$ cat config.mk
export PLATFORM = sky130hd
export DESIGN_NAME = div_operand_issuer
export DESIGN_NICKNAME = d
export VERILOG_FILES = /design/src/rtl/div_pkg.sv /design/src/rtl/div_job_fifo.sv /design/src/rtl/div_operand_issuer.sv
export SDC_FILE = /design/constraint.sdc
export NUM_CORES = 1
export LEC_CHECK = 0
export CAP_MARGIN = 40
export CORE_AREA = 5 5 187 189
export DETAILED_ROUTE_END_ITERATION = 8
export DIE_AREA = 0 0 192 194
export HOLD_SLACK_MARGIN = 0.12
export PLACE_DENSITY_LB_ADDON = 0.12
export SLEW_MARGIN = 20
export SYNTH_ARGS = -nofsm -noshare
export SYNTH_HDL_FRONTEND = slang
export SYNTH_SLANG_ARGS = --single-unit
$ cat constraint.sdc
create_clock -name clock -period 6.5 [get_ports clock]
set_input_delay 1.3 -clock clock [delete_from_list [all_inputs] [get_ports clock]]
set_output_delay 1.3 -clock clock [all_outputs]
set_load 0.005 [all_outputs]
$ cat src/rtl/div_pkg.sv
// Shared definitions for the repeated-subtraction divider and its operand issuer:
// default operand width, divide-by-zero quotient and the issuer state encoding.
package div_pkg;

    localparam int DIV_WIDTH = 16;

    // Quotient reported for a zero divisor at the default width.
    localparam logic [DIV_WIDTH-1:0] DIV_DBZ_QUOT = '1;

    typedef enum logic [2:0] {
        IDLE   = 3'd0,
        START  = 3'd1,
        SEND_A = 3'd2,
        SEND_B = 3'd3,
        WAIT   = 3'd4,
        CLEAR  = 3'd5,
        DBZ    = 3'd6
    } issuer_state_e;

endpackage

$ cat src/rtl/div_job_fifo.sv
// Synchronous job FIFO. Pointers carry an extra wrap bit so full and empty
// are told apart without a separate counter; a push while full is dropped.
module div_job_fifo #(
    parameter int DW    = 32,
    parameter int DEPTH = 4
) (
    input  logic          clock,
    input  logic          reset,
    input  logic          push_i,
    input  logic [DW-1:0] push_data_i,
    input  logic          pop_i,
    output logic [DW-1:0] pop_data_o,
    output logic          full_o,
    output logic          empty_o
);

    localparam int          AW      = $clog2(DEPTH);
    localparam logic [AW:0] PTR_ONE = (AW + 1)'(1);

    logic [DW-1:0] mem_q [DEPTH];
    logic [AW:0]   wr_ptr_q, wr_ptr_d;
    logic [AW:0]   rd_ptr_q, rd_ptr_d;
    logic          do_push, do_pop;

    assign full_o     = (wr_ptr_q[AW] != rd_ptr_q[AW]) &&
                        (wr_ptr_q[AW-1:0] == rd_ptr_q[AW-1:0]);
    assign empty_o    = (wr_ptr_q == rd_ptr_q);
    assign do_push    = push_i && !full_o;
    assign do_pop     = pop_i && !empty_o;
    assign pop_data_o = mem_q[rd_ptr_q[AW-1:0]];

    // NOTE: every variable gets a default before any branch, so no path leaves it unassigned and no latch is inferred.
    always_comb begin
        wr_ptr_d = wr_ptr_q;
        rd_ptr_d = rd_ptr_q;
        if (do_push) begin
            wr_ptr_d = wr_ptr_q + PTR_ONE;
        end
        if (do_pop) begin
            rd_ptr_d = rd_ptr_q + PTR_ONE;
        end
    end

    // NOTE: flops use non-blocking assignments so every register samples pre-edge values regardless of block order.
    always_ff @(posedge clock or posedge reset) begin
        if (reset) begin
            wr_ptr_q <= '0;
            rd_ptr_q <= '0;
        end else begin
            wr_ptr_q <= wr_ptr_d;
            rd_ptr_q <= rd_ptr_d;
        end
    end

    // NOTE: storage is deliberately not reset; the pointers alone decide which entries are valid.
    always_ff @(posedge clock) begin
        if (do_push) begin
            mem_q[wr_ptr_q[AW-1:0]] <= push_data_i;
        end
    end

    a_no_pop_when_empty: assert property (
        @(posedge clock) disable iff (reset) pop_i |-> !empty_o
    );

endmodule

$ cat src/rtl/div_operand_issuer.sv
// Front end of the repeated-subtraction divider: queues (dividend, divisor) jobs and
// sequences each into the divider; zero divisors are answered locally.
module div_operand_issuer
    import div_pkg::*;
#(
    parameter int WIDTH = DIV_WIDTH,
    parameter int DEPTH = 4
) (
    input  logic             clock,
    input  logic             reset,
    input  logic             in_valid,
    output logic             in_ready,
    input  logic [WIDTH-1:0] in_dividend,
    input  logic [WIDTH-1:0] in_divisor,
    output logic             out_valid,
    input  logic             out_ready,
    output logic [WIDTH-1:0] out_quot,
    output logic [WIDTH-1:0] out_rem,
    output logic             out_dbz,
    output logic             div_start,
    output logic [WIDTH-1:0] div_data,
    input  logic             div_done,
    input  logic [WIDTH-1:0] div_quot,
    input  logic [WIDTH-1:0] div_rem,
    output logic             div_clear,
    output logic             busy
);

    logic               fifo_full, fifo_empty, fifo_pop;
    logic [2*WIDTH-1:0] fifo_head;
    logic [WIDTH-1:0]   head_dividend, head_divisor;

    issuer_state_e      state_q, state_d;
    logic [WIDTH-1:0]   dividend_q, dividend_d;
    logic [WIDTH-1:0]   divisor_q, divisor_d;
    logic [WIDTH-1:0]   quot_q, quot_d;
    logic [WIDTH-1:0]   rem_q, rem_d;
    logic               dbz_q, dbz_d;
    logic               valid_q, valid_d;
    logic               result_free;

    div_job_fifo #(
        .DW    (2 * WIDTH),
        .DEPTH (DEPTH)
    ) u_job_fifo (
        .clock       (clock),
        .reset       (reset),
        .push_i      (in_valid),
        .push_data_i ({in_dividend, in_divisor}),
        .pop_i       (fifo_pop),
        .pop_data_o  (fifo_head),
        .full_o      (fifo_full),
        .empty_o     (fifo_empty)
    );

    assign {head_dividend, head_divisor} = fifo_head;

    // A job is only started once the result register is free or being drained this
    // cycle, so a later load can never overwrite an unconsumed result.
    assign result_free = !valid_q || out_ready;

    always_comb begin
        state_d    = state_q;
        dividend_d = dividend_q;
        divisor_d  = divisor_q;
        quot_d     = quot_q;
        rem_d      = rem_q;
        dbz_d      = dbz_q;
        valid_d    = valid_q && !out_ready;
        fifo_pop   = 1'b0;
        div_start  = 1'b0;
        div_data   = '0;
        div_clear  = 1'b0;

        case (state_q)
            IDLE: begin
                if (!fifo_empty && result_free) begin
                    fifo_pop   = 1'b1;
                    dividend_d = head_dividend;
                    divisor_d  = head_divisor;
                    state_d    = (head_divisor == '0) ? DBZ : START;
                end
            end
            START: begin
                div_start = 1'b1;
                state_d   = SEND_A;
            end
            SEND_A: begin
                div_data = dividend_q;
                state_d  = SEND_B;
            end
            SEND_B: begin
                div_data = divisor_q;
                state_d  = WAIT;
            end
            WAIT: begin
                if (div_done) begin
                    quot_d  = div_quot;
                    rem_d   = div_rem;
                    dbz_d   = 1'b0;
                    valid_d = 1'b1;
                    state_d = CLEAR;
                end
            end
            CLEAR: begin
                div_clear = 1'b1;
                state_d   = IDLE;
            end
            DBZ: begin
                quot_d  = '1;
                rem_d   = dividend_q;
                dbz_d   = 1'b1;
                valid_d = 1'b1;
                state_d = IDLE;
            end
            default: begin
                state_d = IDLE;
            end
        endcase
    end

    always_ff @(posedge clock or posedge reset) begin
        if (reset) begin
            state_q    <= IDLE;
            dividend_q <= '0;
            divisor_q  <= '0;
            quot_q     <= '0;
            rem_q      <= '0;
            dbz_q      <= 1'b0;
            valid_q    <= 1'b0;
        end else begin
            state_q    <= state_d;
            dividend_q <= dividend_d;
            divisor_q  <= divisor_d;
            quot_q     <= quot_d;
            rem_q      <= rem_d;
            dbz_q      <= dbz_d;
            valid_q    <= valid_d;
        end
    end

    assign in_ready  = !fifo_full;
    assign out_valid = valid_q;
    assign out_quot  = quot_q;
    assign out_rem   = rem_q;
    assign out_dbz   = dbz_q;
    assign busy      = (state_q != IDLE) || !fifo_empty;

    a_start_clear_exclusive: assert property (
        @(posedge clock) disable iff (reset) !(div_start && div_clear)
    );

    a_result_held: assert property (
        @(posedge clock) disable iff (reset)
        (out_valid && !out_ready) |=> (out_valid && $stable({out_quot, out_rem, out_dbz}))
    );

endmodule

Word level (Yosys, flattened, before mapping)
Memories as Yosys holds them, arrays and structs flattened.
Index checks and enable logic that the tools add are counted.
- add/subtract/negate cells: 2
- multiply operators: 0
- divide/modulo/power cells: 0
- magnitude comparators: 0
- equal/unequal tests: 11
- shift operators: 0
- mux-type cells: 19
- bitwise gates (word level): 0
- reduce and logical (&&, ||, !) cells: 18
- operator list (operator ; count):
    one-hot mux 16 bit (2 select lines) ; 3
    two-way mux 16 bit ; 2
    logical NOT 16 bit ; 1
    one-hot mux 3 bit (5 select lines) ; 1
    equality test 3 bit (second input constant) ; 3
    two-way mux 3 bit ; 3
    two-way mux 1 bit ; 8
    adder 3 x 1 -> 3 bit (second input constant) ; 2
    equality test 3 x 2 -> 1 bit (second input constant) ; 2
    AND reduction 2 bit ; 3
    logical AND 1 bit ; 5
    logical NOT 1 bit ; 4
    inequality test 2 bit (second input constant) ; 2
    one-hot mux 1 bit (2 select lines) ; 2
    equality test 3 x 1 -> 1 bit (second input constant) ; 1
    equality test 3 bit ; 1
    logical NOT 3 bit ; 1
    nonzero test 3 bit ; 1
    equality test 2 bit ; 1
    logical OR 1 bit ; 2
    nonzero test 2 bit ; 1
    inequality test 1 bit ; 1
- bits in registers: 75
- bits in latches: 0
- memory bits (writable): 128
- memory bits (read-only): 0
- input port bits: 69
- output and inout bits: 54
- word-level logic and storage cells: 60
- memories: 1
- memory list (name ; words ; bits a word ; rd ports ; clocked after memory_dff ; write ports ; line ; source):
    u_job_fifo.mem_q ; 4 ; 32 ; 1 ; 0 ; 1 ; div_job_fifo.sv:20 ; logic [DW-1:0] mem_q [DEPTH];

Longest topological paths before layout
Gate-level depths: netlist of run 1.
- depth after elaboration: 6
- depth in mapped cells: 7
- mapped depth without buffers: 4

Hierarchy
Synthesis of run 1 repeated with hierarchy kept, for this count alone.
- cells, all modules: 516
- area total of the unflattened synthesis: 8265.4 µm²
- by module, submodules not included (module ; times used ; cells an instance ; area an instance (µm²) ; sequential area each (µm²)):
    div_job_fifo ; 1 ; 217 ; 5139.9 ; 3993.8
    div_operand_issuer ; 1 ; 299 ; 3125.5 ; 1726.7

Worst setup path after synthesis of run 1
OpenSTA, ideal clock, no wires.
- path type: input port to flip-flop
- start point: in in_valid
- end point: mem u_job_fifo.mem_q[3][0] (enable)
- setup time: 0.394 ns
- data arrival time: 2.371 ns
- data required time: 6.106 ns
- slack: 3.736 ns
- stages: 2
- path buffers: 0
- cell sequence: o31a_1 and2_1
- cells in the longest elaborated chain, start to end: 3
- RTL lines (what ; line ; source):
    start, declared ; div_operand_issuer.sv:11 ; input logic in_valid,
    logical AND 1 bit ; div_job_fifo.sv:28 ; assign do_push = push_i && !full_o;
    two-way mux 1 bit ; div_job_fifo.sv:57 ; if (do_push) begin
    two-way mux 1 bit (not written as such) ; div_job_fifo.sv:58 ; mem_q[wr_ptr_q[AW-1:0]] <= push_data_i;
    end, declared ; div_job_fifo.sv:20 ;
Every way passes these cells.

Final worst setup path of run 1
- start point: reg state_q[2]
- end point: out div_data[2]
- cells in the longest elaborated chain, start to end: 2
- elaborated cells on any way between the ends: 3
- classes of those cells: 2 x eq/ne; 1 x mux
- RTL lines (what ; line ; source):
    start, declared ; div_operand_issuer.sv:33 ; issuer_state_e state_q, state_d;
    start signal, assigned ; div_operand_issuer.sv:132 ; state_q <= state_d;
    equality test 3 x 2 -> 1 bit ; div_operand_issuer.sv:75 ; case (state_q)
    one-hot mux 16 bit (2 select lines) (*) ; div_operand_issuer.sv:75 ;
    end, declared ; div_operand_issuer.sv:21 ; output logic [WIDTH-1:0] div_data,
Mark *: on every way between the ends. The rest lies on a longest branch, timed or not.

==> flow_summary.ini, run 1 <==
[die]
dieArea_sq_um = 37200
rows = 67
fp.dieW_microns = 192
die_h_microns = 194
fp.coreArea_sq_um = 33100
start_util = 0.245
io_pins = 123

[synthesis]
syn_area_per_cell_sq_um = 16.2
yosysSeqAreaShare = 0.705
netlist_top_cells_area = edfxtp_1 47%, dfrtp_1 23%, mux4_2 6.9%
yosys.area.top_type = edfxtp_1
ys_seq_elements = 203
ys_warn_count = 0
synth_top_cell_area_share = 0.474
synth_cell_type_count = 39
netlist_area_sq_um = 8120
synth_fp_nets = 576
syn_inst = 502

[cts]
clk_pin_slew_ns = 0.06
holdBufCountCts = 0
htreeDepth = 1
cts_tree = yes
clk_path_buf_depth = 3
clkLatencyLatePin_ns = 0.51
cts_sinks = 203
postCtsSetupRepairBufs = 0
cts_resized = 0
cts_made_buffers = 24
cts-root-buf = clkbuf_16

[grt]
grt_util_all_layers = 0.112
antenna_found_initial = 0
grt_start_max_net_pins = 56
overflow = 0
grt_pass1_vias = 5093
grt_pass1_wl_microns = 32200

[final_layout]
num_antenna_cells = 0
drive_gt1_frac = 0.168
fillCellCount = 3272
final_net_count = 707
area_growth_syn_to_layout_pct = 30.6
seq_area_sq_um = 5720
multi_input_comb_area_sq_um = 2230

[timing]
fin_crit_sh = 0.581
finalClockSkew_ns = 0.00858
finalSetupTns_ns = 0
relSlewSlack = 0.494
fmax_mhz = 265
grt_setup_unrepaired = false
finalCriticalPeriod_ns = 3.77
finalSetupViolCount = 0
finalMaxSlewViolations = 0
worstMarginPinSlew_ns = 0.759
hold_viol_final = 0

[drt]
drt-vias-per-instance = 4.21
drc_errors = 0
drt_pass1_iterations = 4
wl_per_cell_microns = 19.3
drtIter0Drc = 230
routed-via-count = 4627
routed_wl_microns = 21100
ant_nets = 0

[setup_path]
path_max_fanout = 17
cp.required_ns = 5.20
crit_path_start_kind = flip-flop
crit_arrival_ns = 2.47
end_kind = primary output
criticalPathCategory = flip-flop to primary output

[placement]
gp_congestion = 0.675
place_hpwl_microns = 13900
io_buffers = 122

[job]
drv_cap = 0

[pwr]
p_sw_mw = 1.58
power_frac_seq = 0.405
max-vdd-ir-drop_v = 0.000237
switching_share = 0.313
p_total_mw = 5.06
p_comb_frac = 0.351
p_leak_nw = 3.88
powerDensity_nw_per_um2 = 477
internal-power_mw = 3.48
power.clock.fraction = 0.245

[hold_path]
hp-class = flip-flop to flip-flop

[outcome]
status = complete, no violations
==> critical path, stage by stage, from the launching register on <==
cell	delay, ns
dfrtp_1	0.45
nand2b_1	0.53
nor2_1	0.42
clkdlybuf4s50_1	0.57
==> flip-flops by register name (all words and copies together) (netlist names), 3 cells and up <==
| signal | flops |
|---|---|
| u_job_fifo.mem_q | 128 |
| dividend_q | 16 |
| divisor_q | 16 |
| out_quot | 16 |
| out_rem | 16 |
| state_q | 3 |
| u_job_fifo.rd_ptr_q | 3 |
| u_job_fifo.wr_ptr_q | 3 |
==> power by group through the flow <==
stage	clock network [mW]	registers [mW]	logic (mW)
after detailed placement	0	2.08	1.83
final	1.24	2.05	1.77
after floorplan	0	1.99	1.10
after CTS	1.28	2.05	1.84
after global placement	0	2.06	1.80
after global routing	1.33	2.10	1.95
==> logic make-up after synthesis <==
family                   count (synthesis)  share of synthesized area
AO/OA/AOI/OAI                           26                     0.0199
XOR/XNOR                                10                     0.0108
adder cells (fa/ha/maj)                  5                    0.00771
buffers and inverters                   33                     0.0207
flip-flops                             203                      0.705
multiplexers                            81                      0.158
AND/OR/NAND/NOR                        144                     0.0785
==> placed cells by master, fill, tap and decap left out, types with 3 or more instances in the layout <==
cell type        Yosys  routed
mux4_1               7       7
clkbuf_16            0      25
nand2_1             71      71
mux2_2              33      33
o21ai_1              3       3
ha_1                 5       5
clkinv_1             0       6
mux2i_1             16      16
clkdlybuf4s50_1      0     122
dfrtp_1             75      74
nand3_1             18      18
xor2_1               5       5
and2_1               4       4
edfxtp_1           128     128
clkinv_2             0       7
buf_4                4      10
inv_1                4       3
a31oi_1             16      16
clkbuf_1            17       5
mux4_2              25      25
xnor2_1              5       5
nor2_1              34      34
==> worst paths after layout <==
kind	start	to	slack (ns)	depth (start not counted)
setup / recovery	state_q[2]$_DFFE_PP0P_	div_data[2]	2.73	3
hold / removal	out_dbz$_DFFE_PP0P_	out_dbz$_DFFE_PP0P_	0.48	2
setup reg to reg	u_job_fifo.rd_ptr_q[0]$_DFFE_PP0P_	state_q[2]$_DFFE_PP0P_	3.94	5
hold reg to reg	out_dbz$_DFFE_PP0P_	out_dbz$_DFFE_PP0P_	0.48	2
max in group asynchronous	reset	u_job_fifo.rd_ptr_q[0]$_DFFE_PP0P_	4.48	4
min in group asynchronous	reset	out_rem[14]$_DFFE_PP0P_	1.11	2
==> cell usage after synthesis <==
cell and number:
a21oi_1 2, a22oi_1 1, a31oi_1 16, and2_1 4
and3_1 1, and3b_1 2, and4_1 1, buf_1 2
buf_12 1, buf_2 4, buf_4 4, buf_6 1
clkbuf_1 17, dfrtp_1 75, edfxtp_1 128, ha_1 5
inv_1 4, mux2_2 33, mux2i_1 16, mux4_1 7
mux4_2 25, nand2_1 71, nand2_2 1, nand2b_1 2
nand3_1 18, nand3b_1 1, nand4_1 2, nor2_1 34
nor2b_1 1, nor3_1 1, nor3b_1 1, nor4_1 2
nor4_2 2, o21ai_0 2, o21ai_1 3, o31a_1 1
o31a_2 1, xnor2_1 5, xor2_1 5
==> stage by stage <==
stage	area, sq um	utilization	instances	hold slack [ns]	worst slack, ns
final	10600	0.320	1098	0.480	2.73
after global placement	9820	0.297	1053	0.469	3.18
after global routing	10600	0.320	1098	0.516	2.60
after CTS	10600	0.319	1097	0.486	2.71
after detailed placement	9840	0.297	1054	0.472	3.28
after floorplan	8120	-	502	0.471	3.29
==> routing by layer <==
| metal | track usage | vias up | part of all wire |
|---|---|---|---|
| li1 | - | 2144 | - |
| met1 | 0.151 | 2342 | 0.44 |
| met2 | 0.184 | 118 | 0.48 |
| met3 | 0.0293 | 23 | 0.067 |
| met4 | 0.0209 | 0 | 0.013 |
| met5 | 0 | - | 0 |
==> layout make-up <==
cell class                      count  share of cell area
Sequential cell                   203               0.540
Multi-Input combinational cell    266               0.210
Timing Repair Buffer              134               0.127
Clock buffer                       30              0.0608
Tap cell                          448              0.0529
Clock inverter                     13             0.00779
Inverter                            4             0.00153
(Power assumes the default switching activity.)
==> run 2, diff against run 1 <==
clock period = 3.3 ns   (was 6.5 ns; I/O delays follow)
==> run 2 against run 1 <==
Effect of this change:
- final cell count grew 0.91%
- first-iteration DRC count shrank 23%
- sequential power rose by 100%
- sequential share of layout area is 0.54 points lower
- core utilization increased by 0.32 points
- wire length rose by 1.3%
- flip-flop and latch count unchanged
- die area did not move
- largest cell class unchanged
- worst hold slack lost 0.12 ns
==> flow_summary.ini, run 2 (synthesis gave the netlist of run 1 again) <==
[outcome]
status = complete, no violations

[final_layout]
final_area_sq_um = 10700
num_antenna_cells = 0
largest_reg_flops = 128
fillCellCount = 3223
seq_area_sq_um = 5720
final_common_cell = edfxtp_1
final_cell_mix = 128 x edfxtp_1, 122 x clkdlybuf4s50_1, 74 x dfrtp_1, 71 x nand2_1, 34 x nor2_1
drive_gt1_frac = 0.186
fin_util = 0.323
area_growth_syn_to_layout_pct = 31.9
final_net_count = 718
multi_input_comb_area_sq_um = 2230

[drt]
routed-via-count = 4685
drtIter0Drc = 178
ant_nets = 0
routed_wl_microns = 21400
drt-vias-per-instance = 4.23
drt_pass1_iterations = 4
wl_per_cell_microns = 19.3
drc_errors = 0

[placement]
io_buffers = 122
post-place-ws_ns = 0.845
gp_congestion = 0.722
place_area_sq_um = 9940
place_hpwl_microns = 15000

[timing]
setup_slack_ns = 0.333
fmax_mhz = 337
finalClockSkew_ns = 0.00720
finalSetupViolCount = 0
finalCriticalPeriod_ns = 2.97
relSlewSlack = 0.646
finalMaxSlewViolations = 0
hold_viol_final = 0
fin_crit_sh = 0.899
grt_setup_unrepaired = false
worstMarginPinSlew_ns = 0.532
finalSetupTns_ns = 0

[cts]
clkLatencyLatePin_ns = 0.50
htreeDepth = 1
holdBufCountCts = 0
cts_tree = yes
cts-root-buf = clkbuf_16
cts_sinks = 203
postCtsSetupRepairBufs = 0
clk_path_buf_depth = 3
cts_made_buffers = 23
cts_resized = 0
clk_pin_slew_ns = 0.06

[setup_path]
end_kind = primary output
reg2reg_to = state_q[1]$_DFFE_PP0P_
path_max_fanout = 11
cp.required_ns = 2.64
max_stage_delay_ns = 0.57
rrSetupSlack_ns = 0.92
cp_top_family = simple AND/OR/NAND/NOR gates
crit_path_start_kind = flip-flop
crit_chain = nand2b_1, nor2_1, clkdlybuf4s50_1
slowest_stage = clkdlybuf4s50_1
crit_arrival_ns = 2.31
r2r-start = u_job_fifo.rd_ptr_q[0]$_DFFE_PP0P_
rr_worst_depth = 5
criticalPathCategory = flip-flop to primary output
critPathBufInv = 1

[pwr]
internal-power_mw = 6.98
p_total_mw = 10.1
powerDensity_nw_per_um2 = 946
p_comb_frac = 0.349
switching_share = 0.311
p_leak_nw = 3.94
p_sw_mw = 3.15
power_frac_seq = 0.405
power.clock.fraction = 0.246
max-vdd-ir-drop_v = 0.000342

[grt]
grt_start_max_net_pins = 51
antenna_found_initial = 0
overflow = 0
grt_pass1_vias = 5098
grt_util_all_layers = 0.114
grt_pass1_wl_microns = 32300

[die]
io_pins = 123
fp.coreArea_sq_um = 33100
fp.dieW_microns = 192
start_util = 0.245
dieArea_sq_um = 37200
rows = 67
die_h_microns = 194

[job]
drv_cap = 0

[hold_path]
hp-class = primary input to asynchronous set/reset pin
==> run 2: through the flow <==
step | hold WS (ns) | cells
after global routing | 0.365 | 1108
after CTS | 0.489 | 1107
final | 0.363 | 1108
after detailed placement | 0.476 | 1066
after global placement | 0.470 | 1066
after floorplan | 0.471 | 502
==> run 2: power groups by stage <==
stage | Sequential (mW) | Clock [mW] | Combinational, mW
2_1_floorplan | 3.92 | 0 | 2.16
3_3_place_gp | 4.14 | 0 | 3.62
3_5_place_dp | 4.17 | 0 | 3.65
4_1_cts | 4.12 | 2.59 | 3.66
5_1_grt | 4.20 | 2.70 | 3.88
6_report | 4.10 | 2.49 | 3.54
==> run 2: worst max-delay path by stage <==
stage | to | cells past startpoint | startpoint
final | div_data[12] | 3 | state_q[1]$_DFFE_PP0P_
after CTS | div_data[9] | 4 | state_q[1]$_DFFE_PP0P_
after detailed placement | div_data[9] | 4 | state_q[1]$_DFFE_PP0P_
after global routing | div_data[8] | 4 | state_q[1]$_DFFE_PP0P_
after global placement | u_job_fifo.mem_q[2][30]$_DFFE_PP_ | 4 | in_valid
after floorplan | dividend_q[0]$_DFFE_PP0P_ | 1 | reset
==> run 2: layout make-up <==
cell class / instances / share of cell area
Timing Repair Buffer: 146 / 0.134
Clock inverter: 11 / 0.0101
Tap cell: 448 / 0.0524
Clock buffer: 30 / 0.0590
Sequential cell: 203 / 0.535
Inverter: 4 / 0.00152
Multi-Input combinational cell: 266 / 0.208
==> run 2: layer usage <==
metal / global-route usage / part of all wire / wire [microns] / up-vias
li1: - / - / - / 2158
met1: 0.157 / 0.45 / 9680 / 2376
met2: 0.184 / 0.47 / 9990 / 124
met3: 0.0272 / 0.064 / 1380 / 27
met4: 0.0246 / 0.017 / 366 / 0
met5: 0 / 0 / 0 / -
==> run 3, diff against run 2 <==
CORE_AREA = 5 5 125 127   (was 5 5 187 189)
DIE_AREA = 0 0 130 132   (was 0 0 192 194)
clock period = 3.6 ns   (was 3.3 ns; I/O delays follow)
==> run 3 against run 2 <==
Effect of this change:
- non-clock buffer count shrank 5
- sequential power fell by 7.1%
- power fell by 12%
- first-iteration DRC count increased by 120%
- clock power down 20%
- combinational power shrank 12%
- flip-flop and latch count unchanged
- critical path type unchanged
- largest cell class unchanged
- largest power group unchanged
==> flow_summary.ini, run 3 (synthesis gave the netlist of run 1 again) <==
[outcome]
status = complete, no violations

[placement]
place_hpwl_microns = 12000
io_buffers = 122
gp_congestion = 0.803
post-place-ws_ns = 0.946

[final_layout]
num_antenna_cells = 0
area_growth_syn_to_layout_pct = 26.3
fillCellCount = 922
final_common_cell = edfxtp_1
final_net_count = 711
final_cell_mix = 128 x edfxtp_1, 122 x clkdlybuf4s50_1, 74 x dfrtp_1, 71 x nand2_1, 34 x nor2_1
drive_gt1_frac = 0.166
largest_reg_flops = 128
seq_area_sq_um = 5720
multi_input_comb_area_sq_um = 2230

[cts]
cts_resized = 0
cts_sinks = 203
cts_tree = yes
clkLatencyLatePin_ns = 0.49
holdBufCountCts = 0
postCtsSetupRepairBufs = 0
clk_path_buf_depth = 3
htreeDepth = 1
cts_made_buffers = 21
clk_pin_slew_ns = 0.06
cts-root-buf = clkbuf_16

[pwr]
power_frac_seq = 0.428
powerDensity_nw_per_um2 = 868
p_leak_nw = 3.87
internal-power_mw = 6.17
p_sw_mw = 2.73
p_comb_frac = 0.348
max-vdd-ir-drop_v = 0.000491
power.clock.fraction = 0.224
switching_share = 0.307

[grt]
grt_pass1_vias = 4985
grt_util_all_layers = 0.210
overflow = 0
antenna_found_initial = 0
grt_start_max_net_pins = 44
grt_pass1_wl_microns = 27800

[die]
rows = 44
fp.coreArea_sq_um = 14300
dieArea_sq_um = 17200
die_h_microns = 132
start_util = 0.567
io_pins = 123
fp.dieW_microns = 130

[timing]
worstMarginPinSlew_ns = 0.790
hold_viol_final = 0
grt_setup_unrepaired = false
relSlewSlack = 0.473
finalClockSkew_ns = 0.0137
finalSetupViolCount = 0
fin_crit_sh = 0.874
finalCriticalPeriod_ns = 3.15
fmax_mhz = 318
finalSetupTns_ns = 0
finalMaxSlewViolations = 0
setup_slack_ns = 0.452

[hold_path]
hp-class = primary input to asynchronous set/reset pin

[setup_path]
cp.required_ns = 2.88
end_kind = primary output
r2r-start = u_job_fifo.rd_ptr_q[0]$_DFFE_PP0P_
path_max_fanout = 18
rr_worst_depth = 5
crit_arrival_ns = 2.43
crit_path_start_kind = flip-flop
rrSetupSlack_ns = 1.08
reg2reg_to = state_q[0]$_DFFE_PP0P_
criticalPathCategory = flip-flop to primary output

[drt]
drtIter0Drc = 390
routed_wl_microns = 17800
drt-vias-per-instance = 5.72
drt_pass1_iterations = 5
wl_per_cell_microns = 21.3
ant_nets = 0
routed-via-count = 4785
drc_errors = 0

[job]
drv_cap = 0
run 3: changes by cell type in the layout (fill, tap and decap cells not counted), sizes merged:
cell,delta
clkinvlp,-2
inv,+2
buf,-5
clkbuf,+2
bufinv,-1
clkinv,-4
run 3: stage by stage:
step	cells	power [mW]	utilization	instance area (sq um)	hold WS (ns)
4_1_cts	834	8.96	0.713	10200	0.486
5_1_grt	836	9.39	0.716	10200	0.426
3_3_place_gp	795	6.82	0.668	9560	0.464
2_1_floorplan	502	5.57	-	8120	0.471
3_5_place_dp	796	6.93	0.669	9580	0.473
6_report	836	8.90	0.716	10200	0.429
run 3: worst max path at each step:
stage	end	start	slack [ns]
after floorplan	dividend_q[0]$_DFFE_PP0P_	reset	0.97
after global placement	u_job_fifo.mem_q[2][16]$_DFFE_PP_	in_valid	0.93
after detailed placement	u_job_fifo.mem_q[2][12]$_DFFE_PP_	in_valid	0.95
after CTS	div_data[3]	state_q[0]$_DFFE_PP0P_	0.43
after global routing	div_data[9]	state_q[0]$_DFFE_PP0P_	0.27
final	div_data[13]	state_q[0]$_DFFE_PP0P_	0.45
run 3: final cells by class:
type / instances / share of cell area
well taps: 184 / 0.0225
clock inverters: 6 / 0.00537
flip-flops and latches: 203 / 0.558
clock buffers: 32 / 0.0563
multi-input cells: 266 / 0.217
repair buffers: 141 / 0.139
inverters: 4 / 0.00147
run 3: power by group through the flow:
| stage | Sequential [mW] | Combinational (mW) | Clock (mW) |
|---|---|---|---|
| floorplan | 3.59 | 1.98 | 0 |
| detailed placement | 3.84 | 3.08 | 0 |
| global placement | 3.80 | 3.02 | 0 |
| CTS | 3.81 | 3.11 | 2.04 |
| finish | 3.81 | 3.10 | 1.99 |
| global route | 3.88 | 3.36 | 2.14 |
run 3: routing by layer:
layer / track usage / share of wire / vias up
li1: - / - / 2145
met1: 0.298 / 0.41 / 2438
met2: 0.340 / 0.49 / 177
met3: 0.0369 / 0.073 / 25
met4: 0.0583 / 0.021 / 0
met5: 0 / 0 / -
run 3: critical path, stage by stage (launching register included):
cell and delay, ns:
dfrtp_1 0.86, buf_4 0.32, mux2i_1 0.22, nor2_1 0.06
clkdlybuf4s50_1 0.48
